[src/rtl/fetch_unit.sv]
// Instruction fetch stage: PC sequencing, one-cycle-latency memory interface,
// single-entry skid buffer for stalls, and the IF/ID pipeline register.
module fetch_unit #(
  parameter logic [31:0] RESET_VECTOR = 32'h0000_0000,
  parameter logic [31:0] NOP_INSTR    = 32'h0000_0013
) (
  input  logic        CLK,
  input  logic        RESET,
  input  logic        STALL,
  input  logic        BRANCH_TAKEN,
  input  logic [31:0] BRANCH_TARGET,
  output logic [31:0] IMEM_ADDR,
  input  logic [31:0] IMEM_RDATA,
  output logic [31:0] IFID_PC,
  output logic [31:0] IFID_PC4,
  output logic [31:0] IFID_INSTR,
  output logic        IFID_VALID,
  output logic        MISALIGN
);

  // Force a redirect address onto a word boundary.
  function automatic logic [31:0] word_align(input logic [31:0] addr);
    return {addr[31:2], 2'b00};
  endfunction

  logic [31:0] pc_q,         pc_d;
  logic [31:0] pend_pc_q,    pend_pc_d;
  logic        pend_valid_q, pend_valid_d;
  logic [31:0] hold_instr_q, hold_instr_d;
  logic        hold_valid_q, hold_valid_d;
  logic [31:0] ifid_pc_q,    ifid_pc_d;
  logic [31:0] ifid_pc4_q,   ifid_pc4_d;
  logic [31:0] ifid_instr_q, ifid_instr_d;
  logic        ifid_valid_q, ifid_valid_d;
  logic        misalign_q,   misalign_d;

  // Next-state selection: redirect beats stall, stall beats normal advance.
  always_comb begin
    pc_d         = pc_q;
    pend_pc_d    = pend_pc_q;
    pend_valid_d = pend_valid_q;
    hold_instr_d = hold_instr_q;
    hold_valid_d = hold_valid_q;
    ifid_pc_d    = ifid_pc_q;
    ifid_pc4_d   = ifid_pc4_q;
    ifid_instr_d = ifid_instr_q;
    ifid_valid_d = ifid_valid_q;
    misalign_d   = 1'b0;

    if (BRANCH_TAKEN) begin
      pc_d         = word_align(BRANCH_TARGET);
      pend_valid_d = 1'b0;
      hold_valid_d = 1'b0;
      ifid_valid_d = 1'b0;
      ifid_instr_d = NOP_INSTR;
      misalign_d   = (BRANCH_TARGET[1:0] != 2'b00);
    end else if (STALL) begin
      // Memory data for pend_pc arrives only once; park it before the address moves on.
      if (!hold_valid_q && pend_valid_q) begin
        hold_instr_d = IMEM_RDATA;
        hold_valid_d = 1'b1;
      end else begin
        hold_instr_d = hold_instr_q;
        hold_valid_d = hold_valid_q;
      end
    end else begin
      ifid_pc_d    = pend_pc_q;
      ifid_pc4_d   = pend_pc_q + 32'd4;
      ifid_valid_d = pend_valid_q;
      if (!pend_valid_q) begin
        ifid_instr_d = NOP_INSTR;
      end else if (hold_valid_q) begin
        ifid_instr_d = hold_instr_q;
      end else begin
        ifid_instr_d = IMEM_RDATA;
      end
      pend_pc_d    = pc_q;
      pend_valid_d = 1'b1;
      pc_d         = pc_q + 32'd4;
      hold_valid_d = 1'b0;
    end
  end

  // State registers with asynchronous reset.
  always_ff @(posedge CLK or posedge RESET) begin
    if (RESET) begin
      pc_q         <= RESET_VECTOR;
      pend_pc_q    <= RESET_VECTOR;
      pend_valid_q <= 1'b0;
      hold_instr_q <= NOP_INSTR;
      hold_valid_q <= 1'b0;
      ifid_pc_q    <= 32'h0000_0000;
      ifid_pc4_q   <= 32'h0000_0000;
      ifid_instr_q <= NOP_INSTR;
      ifid_valid_q <= 1'b0;
      misalign_q   <= 1'b0;
    end else begin
      pc_q         <= pc_d;
      pend_pc_q    <= pend_pc_d;
      pend_valid_q <= pend_valid_d;
      hold_instr_q <= hold_instr_d;
      hold_valid_q <= hold_valid_d;
      ifid_pc_q    <= ifid_pc_d;
      ifid_pc4_q   <= ifid_pc4_d;
      ifid_instr_q <= ifid_instr_d;
      ifid_valid_q <= ifid_valid_d;
      misalign_q   <= misalign_d;
    end
  end

  assign IMEM_ADDR  = pc_q;
  assign IFID_PC    = ifid_pc_q;
  assign IFID_PC4   = ifid_pc4_q;
  assign IFID_INSTR = ifid_instr_q;
  assign IFID_VALID = ifid_valid_q;
  assign MISALIGN   = misalign_q;

endmodule

[config.mk]
export PLATFORM = sky130hd
export DESIGN_NAME = fetch_unit
export DESIGN_NICKNAME = d
export VERILOG_FILES = /design/src/rtl/fetch_unit.sv
export SDC_FILE = /design/constraint.sdc
export NUM_CORES = 1
export LEC_CHECK = 0
export CAP_MARGIN = 10
export CELL_PAD_IN_SITES_DETAIL_PLACEMENT = 0
export CELL_PAD_IN_SITES_GLOBAL_PLACEMENT = 1
export CORE_AREA = 5 5 156 158
export DETAILED_ROUTE_END_ITERATION = 16
export DIE_AREA = 0 0 161 163
export GPL_TIMING_DRIVEN = 0
export PLACE_DENSITY = 0.84
export SLEW_MARGIN = 25
export SYNTH_ARGS = -nofsm -noshare
export SYNTH_HDL_FRONTEND = slang
export SYNTH_SLANG_ARGS = --single-unit
[constraint.sdc]
create_clock -name CLK -period 8.15 [get_ports CLK]
set_input_delay 1.63 -clock CLK [delete_from_list [all_inputs] [get_ports CLK]]
set_output_delay 1.63 -clock CLK [all_outputs]
set_load 0.01 [all_outputs]
==> flow_metrics.py, run 1 <==
metrics = {
    "placed_design": {
        "hpwl_um": 17600,
        "gp_congestion": 0.835,
        "place_ws_ps": 3720,
        "port_buffers": 191,
    },
    "route": {
        "vias_per_cell": 5.08,
        "drc": 0,
        "drt-pass1-iter-count": 5,
        "ant_nets": 0,
        "wirelength_um": 23700,
        "drt_iter0_markers": 390,
        "avgRoutedWirePerCell_um": 17.0,
        "vias": 7071,
    },
    "cts": {
        "cts-buffers-inserted": 17,
        "clkLatencyLatePin_ps": 430,
        "hold_buffers": 0,
        "clock-sinks": 188,
        "post_cts_buffers": 0,
        "clk_pin_slew_ps": 60,
        "cts_resized": 0,
        "cts_tree": "done",
        "root_buffer": "clkbuf_16",
        "cts_buffer_depth": 2,
        "htreeDepth": 4,
    },
    "yosys": {
        "yosys.area.top_type": "dfrtp_1",
        "avgSynthCellArea_um2": 9.75,
        "yosys-top-cells-area": "dfrtp_1 (54%), nand2_1 (11%), mux2_2 (4.8%)",
        "synth-seq-cells": 188,
        "async_reset_ff_share_pct": 100,
        "synth_top_area_share_pct": 53.6,
        "ys.flop_type": "dfrtp_1",
        "yosys_warnings": 0,
        "netlist_area_um2": 8500,
        "syn_inst": 872,
        "yosysSeqAreaShare_pct": 55.4,
        "synth.distinct_cells": 49,
        "yosysMostFrequentCell": "nand2_1",
        "synthTopCellsByCount": "nand2_1 (240), dfrtp_1 (182), o21ai_0 (69), clkbuf_1 (41)",
        "synth_edf_count": 0,
    },
    "sta": {
        "worst_pin_slew_ps": 892,
        "fin_ws_ps": 4190,
        "layout_min_cycle_time_ps": 3960,
        "grt_setup_unrepaired": "false",
        "finalHoldViolations": 0,
        "whs_ps": 475,
        "setup_viol_count_final": 0,
        "fmax_mhz": 253,
        "period_share_pct": 48.6,
        "slew-limit-headroom_pct": 40.0,
        "fin_skew_ps": 9.64,
        "slew_violations": 0,
        "tns_ps": 0,
    },
    "finish": {
        "nFillCells": 2187,
        "post-route-util_pct": 50.2,
        "antenna_cells": 0,
        "num-nets-final": 1159,
        "drive_above_1_share_pct": 9.07,
        "syn_to_final_growth_pct": 35.6,
    },
    "flow_run": {
        "maxCapViolations": 0,
    },
    "floorplan": {
        "io_pins": 198,
        "initial_core_util_pct": 37.0,
        "rows": 56,
        "core_area_um2": 23000,
        "chipWidth_um": 161,
        "die_height_um": 163,
        "dieArea_um2": 26200,
    },
    "setup_path": {
        "worstRegToRegCells": 6,
        "worst_setup_path_start_kind": "input pin",
        "r2r-end": "IFID_PC4[28]",
        "end_kind": "register",
        "reg2reg_from": "pend_pc_q[7]",
        "worstPathRequired_ps": 8460,
        "crit_arrival_ps": 4270,
        "crit_start": "STALL",
        "r2r_setup_slack_ps": 5730,
        "crit_type": "in -> reg",
        "worstPathMaxFanout": 10,
    },
    "pwr": {
        "power_frac_clock_pct": 35.5,
        "power.leakage_nw": 4.88,
        "comb_power_share_pct": 19.0,
        "switching_share_pct": 27.1,
        "p_switching_mw": 0.703,
        "p_int_mw": 1.89,
        "pwr-share-seq_pct": 45.5,
        "peakVddDrop_v": 0.000137,
        "power.density_nw_per_um2": 225,
    },
    "global_routing": {
        "grt_start_max_net_pins": 92,
        "grt-ovfl-total": 0,
        "grt_pass1_vias": 7016,
        "antenna_found_initial": 0,
        "groute.usage.overall_pct": 18.3,
        "grt_pass1_wl_um": 38300,
    },
    "status": {
        "status": "finished clean",
    },
    "worst_hold_path": {
        "hold_class": "reg -> reg",
        "holdPathStages": 2,
        "hold_end": "IFID_PC[12]",
        "min-delay-start": "IFID_PC[12]",
    },
}
[cell families (layout without fill, tap and decap cells)]
group           after synthesis  after routing  synth area share (%)
compound gates              129            129                  9.23
xor+xnor                     24             24                  2.47
fa+ha+maj                     2              2                 0.294
buf+inv                      70            295                  3.53
flops                       188            188                  55.4
mux                          69             69                  8.65
other cells                   1              6                0.0441
simple gates                389            389                  20.4
[worst max-delay path, cell delays in order]
cell,delay (ps)
clkdlybuf4s50_1,550
buf_2,300
nand2_1,260
nor3_1,560
clkbuf_1,560
mux2_2,400
[routing by layer]
metal / vias to the layer above / routed length (µm) / GRT usage [%]
met3: 29 / 1540 / 4.40
li1: 3442 / - / -
met2: 245 / 10700 / 28.5
met4: 0 / 432 / 5.58
met1: 3355 / 11000 / 25.5
met5: - / 0 / 0
[area by class of cell]
class                           count  area, µm²  area share, %
Sequential cell                   188       4710           40.9
Clock buffer                       20        447           3.88
Inverter                           12       52.6          0.456
Multi-Input combinational cell    619       3520           30.5
Buffer                             58        255           2.21
Tap cell                          290        363           3.15
Timing Repair Buffer              193       1970           17.1
Clock inverter                     12        209           1.81
[power groups by stage]
stage | Clock (mW) | Sequential, mW | Combinational, mW
floorplan | 0 | 1.20 | 0.206
global placement | 0 | 1.19 | 0.487
detailed placement | 0 | 1.20 | 0.498
CTS | 0.942 | 1.18 | 0.500
global route | 0.982 | 1.20 | 0.542
finish | 0.922 | 1.18 | 0.492
[sequential cells by signal (all words and copies together) (netlist names), 30 cells and up]
register and cells:
hold_instr_q 32, pend_pc_q 30, IFID_PC4 30, IFID_INSTR 32
IFID_PC 30, IMEM_ADDR 30
[how the worst max path moves through the flow]
| stage | endpoint | slack (ps) | cells past startpoint |
|---|---|---|---|
| final | hold_instr_q[24] | 4190 | 6 |
| after global routing | hold_instr_q[24] | 4040 | 6 |
| after CTS | hold_instr_q[24] | 4170 | 6 |
| after detailed placement | hold_instr_q[24] | 3720 | 6 |
| after global placement | hold_instr_q[27] | -1190 | 2 |
| after floorplan | IFID_INSTR[10] | 1420 | 1 |
[per-stage QoR]
step                      power, mW  area (µm²)  std cells
after detailed placement       1.70       10900       1360
final                          2.59       11500       1392
after CTS                      2.62       11500       1392
after floorplan                1.41        8520        877
after global routing           2.73       11500       1392
after global placement         1.68       10800       1358
[placed cells by master (no fill, tap or decap), types with 13 or more instances in the layout]
cell type / n
or4_1: 13
dfrtp_1: 182
nand4_1: 18
clkbuf_16: 17
xnor2_1: 18
clkdlybuf4s50_1: 191
nor3_1: 13
nor2_1: 36
mux2i_1: 33
nand2_1: 240
o21ai_0: 69
clkbuf_1: 43
mux2_2: 36
a31oi_1: 15
nand3_1: 30
Power figures use the tool's default switching activity.
==> inputs of run 2 (changes only) <==
Settings changed: CORE_AREA 5 5 156 158 to 5 5 165 167, DIE_AREA 0 0 161 163 to 0 0 170 172, PLACE_DENSITY 0.84 to 0.79.
Clock period 8.15 ns to 3.3 ns, I/O delays scaled along.
==> run 2 against run 1 <==
Compared with the run above:
- via count fell by 0.35%
- worst setup slack lost 3900 ps
- register-to-register slack worse by 4900 ps
- sequential share of layout area shrank 0.19 points
- total power is 140% higher
- sequential power up 150%
- clock power is 110% higher
- clock skew is 1.6 ps higher
==> flow_metrics.py, run 2 (synthesis gave the netlist of run 1 again) <==
metrics = {
    "sta": {
        "tns_ps": 0,
        "grt_setup_unrepaired": "false",
        "period_share_pct": 91.9,
        "setup_viol_count_final": 0,
        "fin_skew_ps": 11.2,
        "worst_pin_slew_ps": 911,
        "whs_ps": 474,
        "finalHoldViolations": 0,
        "layout_min_cycle_time_ps": 3030,
        "fmax_mhz": 330,
        "slew-limit-headroom_pct": 38.7,
        "slew_violations": 0,
    },
    "floorplan": {
        "core_area_um2": 25600,
        "chipWidth_um": 170,
        "initial_core_util_pct": 33.2,
        "io_pins": 198,
        "dieArea_um2": 29200,
        "rows": 59,
        "die_height_um": 172,
    },
    "cts": {
        "post_cts_buffers": 0,
        "clock-sinks": 188,
        "hold_buffers": 0,
        "root_buffer": "clkbuf_16",
        "cts_resized": 0,
        "clk_pin_slew_ps": 70,
        "cts_tree": "done",
        "htreeDepth": 4,
        "cts_buffer_depth": 2,
        "clkLatencyLatePin_ps": 430,
        "cts-buffers-inserted": 17,
    },
    "global_routing": {
        "grt_pass1_wl_um": 39400,
        "grt_pass1_vias": 7144,
        "grt_start_max_net_pins": 32,
        "groute.usage.overall_pct": 17.0,
        "grt-ovfl-total": 0,
        "antenna_found_initial": 0,
    },
    "setup_path": {
        "path_buf_inv": 3,
        "worstPathRequired_ps": 3620,
        "critPathTopFamily": "buffers and inverters",
        "end_kind": "register",
        "crit_arrival_ps": 3350,
        "worstPathMaxFanout": 10,
        "crit_type": "in -> reg",
        "worst_setup_path_start_kind": "input pin",
        "critPathMaxStageDelay_ps": 570,
        "worstPathCellList": "clkdlybuf4s50_1 > buf_2 > nand2_1 > nor3_1 > clkbuf_1 > mux2_2",
        "cp_slowest_cell": "clkdlybuf4s50_1",
    },
    "route": {
        "wirelength_um": 24700,
        "drt_iter0_markers": 387,
        "vias_per_cell": 4.89,
        "ant_nets": 0,
        "drt-pass1-iter-count": 4,
        "avgRoutedWirePerCell_um": 17.2,
        "vias": 7046,
        "drc": 0,
    },
    "finish": {
        "multi_input_area_um2": 3520,
        "antenna_cells": 0,
        "layout_commonest_cell": "nand2_1",
        "layout_common_cells": "nand2_1 (240), clkdlybuf4s50_1 (191), dfrtp_1 (182)",
        "nFillCells": 2477,
        "drive_above_1_share_pct": 9.58,
        "num-nets-final": 1164,
        "seq_area_um2": 4710,
        "syn_to_final_growth_pct": 36.2,
    },
    "placed_design": {
        "hpwl_um": 18900,
        "port_buffers": 191,
        "gp_congestion": 0.811,
    },
    "worst_hold_path": {
        "hold_class": "reg -> reg",
    },
    "pwr": {
        "power.density_nw_per_um2": 528,
        "peakVddDrop_v": 0.000270,
        "power.leakage_nw": 4.87,
    },
    "status": {
        "status": "finished clean",
    },
    "flow_run": {
        "maxCapViolations": 0,
    },
}
==> run 2: changes by cell type in the layout (fill, tap and decap cells not counted), moves of 2 or more <==
cell / previous run / this run
inv_6: 3 / 5
clkinvlp_4: 1 / 4
bufinv_16: 5 / 0
buf_12: 0 / 5
==> run 2: final timing paths <==
check	startpoint	end	slack, ps	cells past startpoint
setup / recovery	STALL	hold_instr_q[26]	270	6
hold / removal	IFID_PC[28]	IFID_PC[28]	470	2
setup reg to reg	pend_pc_q[5]	IFID_PC4[18]	870	6
hold reg to reg	IFID_PC[28]	IFID_PC[28]	470	2
max in group asynchronous	RESET	IFID_INSTR[4]	1630	5
min in group asynchronous	RESET	IFID_PC[3]	680	2
==> run 2: routing by layer <==
layer	vias to the layer above	part of all wire [%]	wire length [µm]	GRT usage (%)
met1	3340	47	11500	23.8
met4	0	1.5	379	5.35
met5	-	0	0	0
met3	26	6.7	1670	4.05
li1	3455	-	-	-
met2	225	45	11200	26.4
==> run 2: power by group <==
group          internal [mW]  leakage, nW  switching [mW]  total, mW
sequential              2.64         2.34           0.271       2.91
clock                  0.995        0.265           0.975       1.97
combinational          0.660         2.27           0.576       1.24
==> run 2: metrics by stage <==
step | power, mW | instance area [µm²] | utilization, % | cells | worst slack [ps]
finish | 6.12 | 11600 | 45.2 | 1442 | 266
global route | 6.44 | 11600 | 45.2 | 1442 | 115
CTS | 6.19 | 11600 | 45.2 | 1442 | 241
detailed placement | 4.21 | 11000 | 43.0 | 1410 | -224
global placement | 4.16 | 10900 | 42.4 | 1403 | -1400
floorplan | 3.48 | 8530 | - | 877 | 224
==> run 2: area by class of cell <==
type | instances | area share [%]
plain buffers | 58 | 2.20
clock buffers | 18 | 3.71
clock inverters | 14 | 1.10
inverters | 12 | 0.421
multi-input cells | 619 | 30.4
flip-flops and latches | 188 | 40.7
well taps | 335 | 3.62
repair buffers | 198 | 17.8
==> run 2: worst register-to-register path, stage by stage, from the launching register on <==
cell	delay (ps)
dfrtp_1	470
nand4_1	190
clkbuf_1	260
nor4_1	570
clkbuf_1	420
a21oi_1	130
a211o_1	280
==> inputs of run 3 (changes only) <==
Settings changed: CORE_AREA 5 5 165 167 to 5 5 149 151, DIE_AREA 0 0 170 172 to 0 0 154 156, DONT_BUFFER_PORTS set to 1, PLACE_DENSITY 0.79 to 0.77.
==> run 3 against run 2 <==
Compared with the run above:
- non-clock buffer count fell by 191
- final area fell by 17%
- total power fell by 5.9%
- clock power rose by 4%
- sequential share of layout area rose by 8.2 points
- count of clock-buffer cells in the layout fell by 1
- utilization rose by 1.4 points
- sequential power rose by 5%
- first-iteration DRC count fell by 3.6%
- global-route usage rose by 2.2 points
- critical path depth fell by 1
- register-to-register slack improved by 70 ps
==> flow_metrics.py, run 3 (synthesis gave the netlist of run 1 again) <==
metrics = {
    "status": {
        "status": "finished clean",
    },
    "floorplan": {
        "die_height_um": 156,
        "initial_core_util_pct": 41.1,
        "io_pins": 198,
        "rows": 53,
        "core_area_um2": 20700,
        "chipWidth_um": 154,
        "dieArea_um2": 24000,
    },
    "cts": {
        "clk_pin_slew_ps": 80,
        "cts_tree": "done",
        "root_buffer": "clkbuf_16",
        "clock-sinks": 188,
        "hold_buffers": 0,
        "cts_resized": 0,
        "post_cts_buffers": 0,
        "cts_buffer_depth": 2,
        "htreeDepth": 4,
        "cts-buffers-inserted": 17,
        "clkLatencyLatePin_ps": 430,
    },
    "sta": {
        "fin_skew_ps": 16.2,
        "worst_pin_slew_ps": 738,
        "layout_min_cycle_time_ps": 2410,
        "slew_violations": 0,
        "slew-limit-headroom_pct": 50.8,
        "fin_ws_ps": 890,
        "finalHoldViolations": 0,
        "fmax_mhz": 415,
        "setup_viol_count_final": 0,
        "period_share_pct": 73.0,
        "grt_setup_unrepaired": "false",
    },
    "finish": {
        "nFillCells": 2034,
        "multi_input_area_um2": 3530,
        "num-nets-final": 973,
        "layout_commonest_cell": "nand2_1",
        "syn_to_final_growth_pct": 13.4,
        "seq_area_um2": 4710,
        "layout_common_cells": "nand2_1 (240), dfrtp_1 (182), o21ai_0 (69)",
        "drive_above_1_share_pct": 11.8,
    },
    "setup_path": {
        "end_kind": "register",
        "crit_type": "in -> reg",
        "worstPathMaxFanout": 10,
        "worst_setup_path_start_kind": "input pin",
        "crit_arrival_ps": 2730,
        "worstPathRequired_ps": 3620,
    },
    "route": {
        "avgRoutedWirePerCell_um": 19.2,
        "ant_nets": 0,
        "drt-pass1-iter-count": 5,
        "drt_iter0_markers": 373,
        "vias": 6386,
        "drc": 0,
        "vias_per_cell": 5.36,
        "wirelength_um": 22900,
    },
    "placed_design": {
        "gp_congestion": 0.870,
        "port_buffers": 0,
        "place_ws_ps": 390,
        "hpwl_um": 17600,
    },
    "global_routing": {
        "groute.usage.overall_pct": 19.2,
        "grt-ovfl-total": 0,
        "grt_pass1_wl_um": 36900,
        "grt_start_max_net_pins": 32,
        "antenna_found_initial": 0,
        "grt_pass1_vias": 6520,
    },
    "pwr": {
        "power_mw": 5.76,
        "peakVddDrop_v": 0.000371,
        "power.density_nw_per_um2": 597,
        "power.leakage_nw": 4.17,
    },
    "flow_run": {
        "maxCapViolations": 0,
    },
    "worst_hold_path": {
        "hold_class": "in -> async",
    },
}
run 3: path summary, 6_finish.rpt:
| path | from | to | slack [ps] | cells past startpoint |
|---|---|---|---|---|
| min in group CLK | BRANCH_TARGET[11] | IMEM_ADDR[11] | 350 | 2 |
| min | RESET | IFID_INSTR[30] | 120 | 1 |
| max in group asynchronous | RESET | pend_pc_q[30] | 2060 | 5 |
| min reg2reg | hold_instr_q[12] | hold_instr_q[12] | 510 | 1 |
| max | STALL | hold_instr_q[27] | 890 | 5 |
| max reg2reg | IMEM_ADDR[6] | IMEM_ADDR[21] | 940 | 5 |
run 3: where the power goes:
group / switching [mW] / internal (mW) / leakage [nW]
Combinational: 0.353 / 0.293 / 1.54
Clock: 0.969 / 1.08 / 0.286
Sequential: 0.421 / 2.64 / 2.34
run 3: cell type report:
cell class                 count  share of cell area, %
tap                          275                   3.57
inverter                      12                  0.506
antenna                        1                 0.0260
timing repair buffer           7                   1.61
clock inverter                15                   1.78
clock buffer                  17                   4.41
buffer                        58                   2.65
sequential                   188                   48.9
multi-input combinational    619                   36.6
run 3: critical path: stages:
cell	delay [ps]
buf_2	250
nand2_1	270
nor3_1	610
clkbuf_1	530
mux2_2	400
run 3: per-layer routing:
metal  part of all wire [%]  track usage, %  up-vias
li1                       -               -     3066
met1                     43            25.1     3114
met2                     46            30.2      190
met3                    9.3            7.55       16
met4                    1.1            4.75        0
met5                      0               0        -
run 3: through the flow:
step / std cells / setup TNS [ps] / utilization (%) / cell area, µm² / hold slack (ps)
final: 1192 / 0 / 46.6 / 9640 / 118
after global routing: 1191 / 0 / 46.6 / 9640 / 138
after CTS: 1191 / 0 / 46.6 / 9630 / 120
after detailed placement: 1159 / 0 / 43.7 / 9040 / 495
after global placement: 1152 / -156750 / 42.9 / 8870 / 489
after floorplan: 877 / 0 / - / 8530 / 475
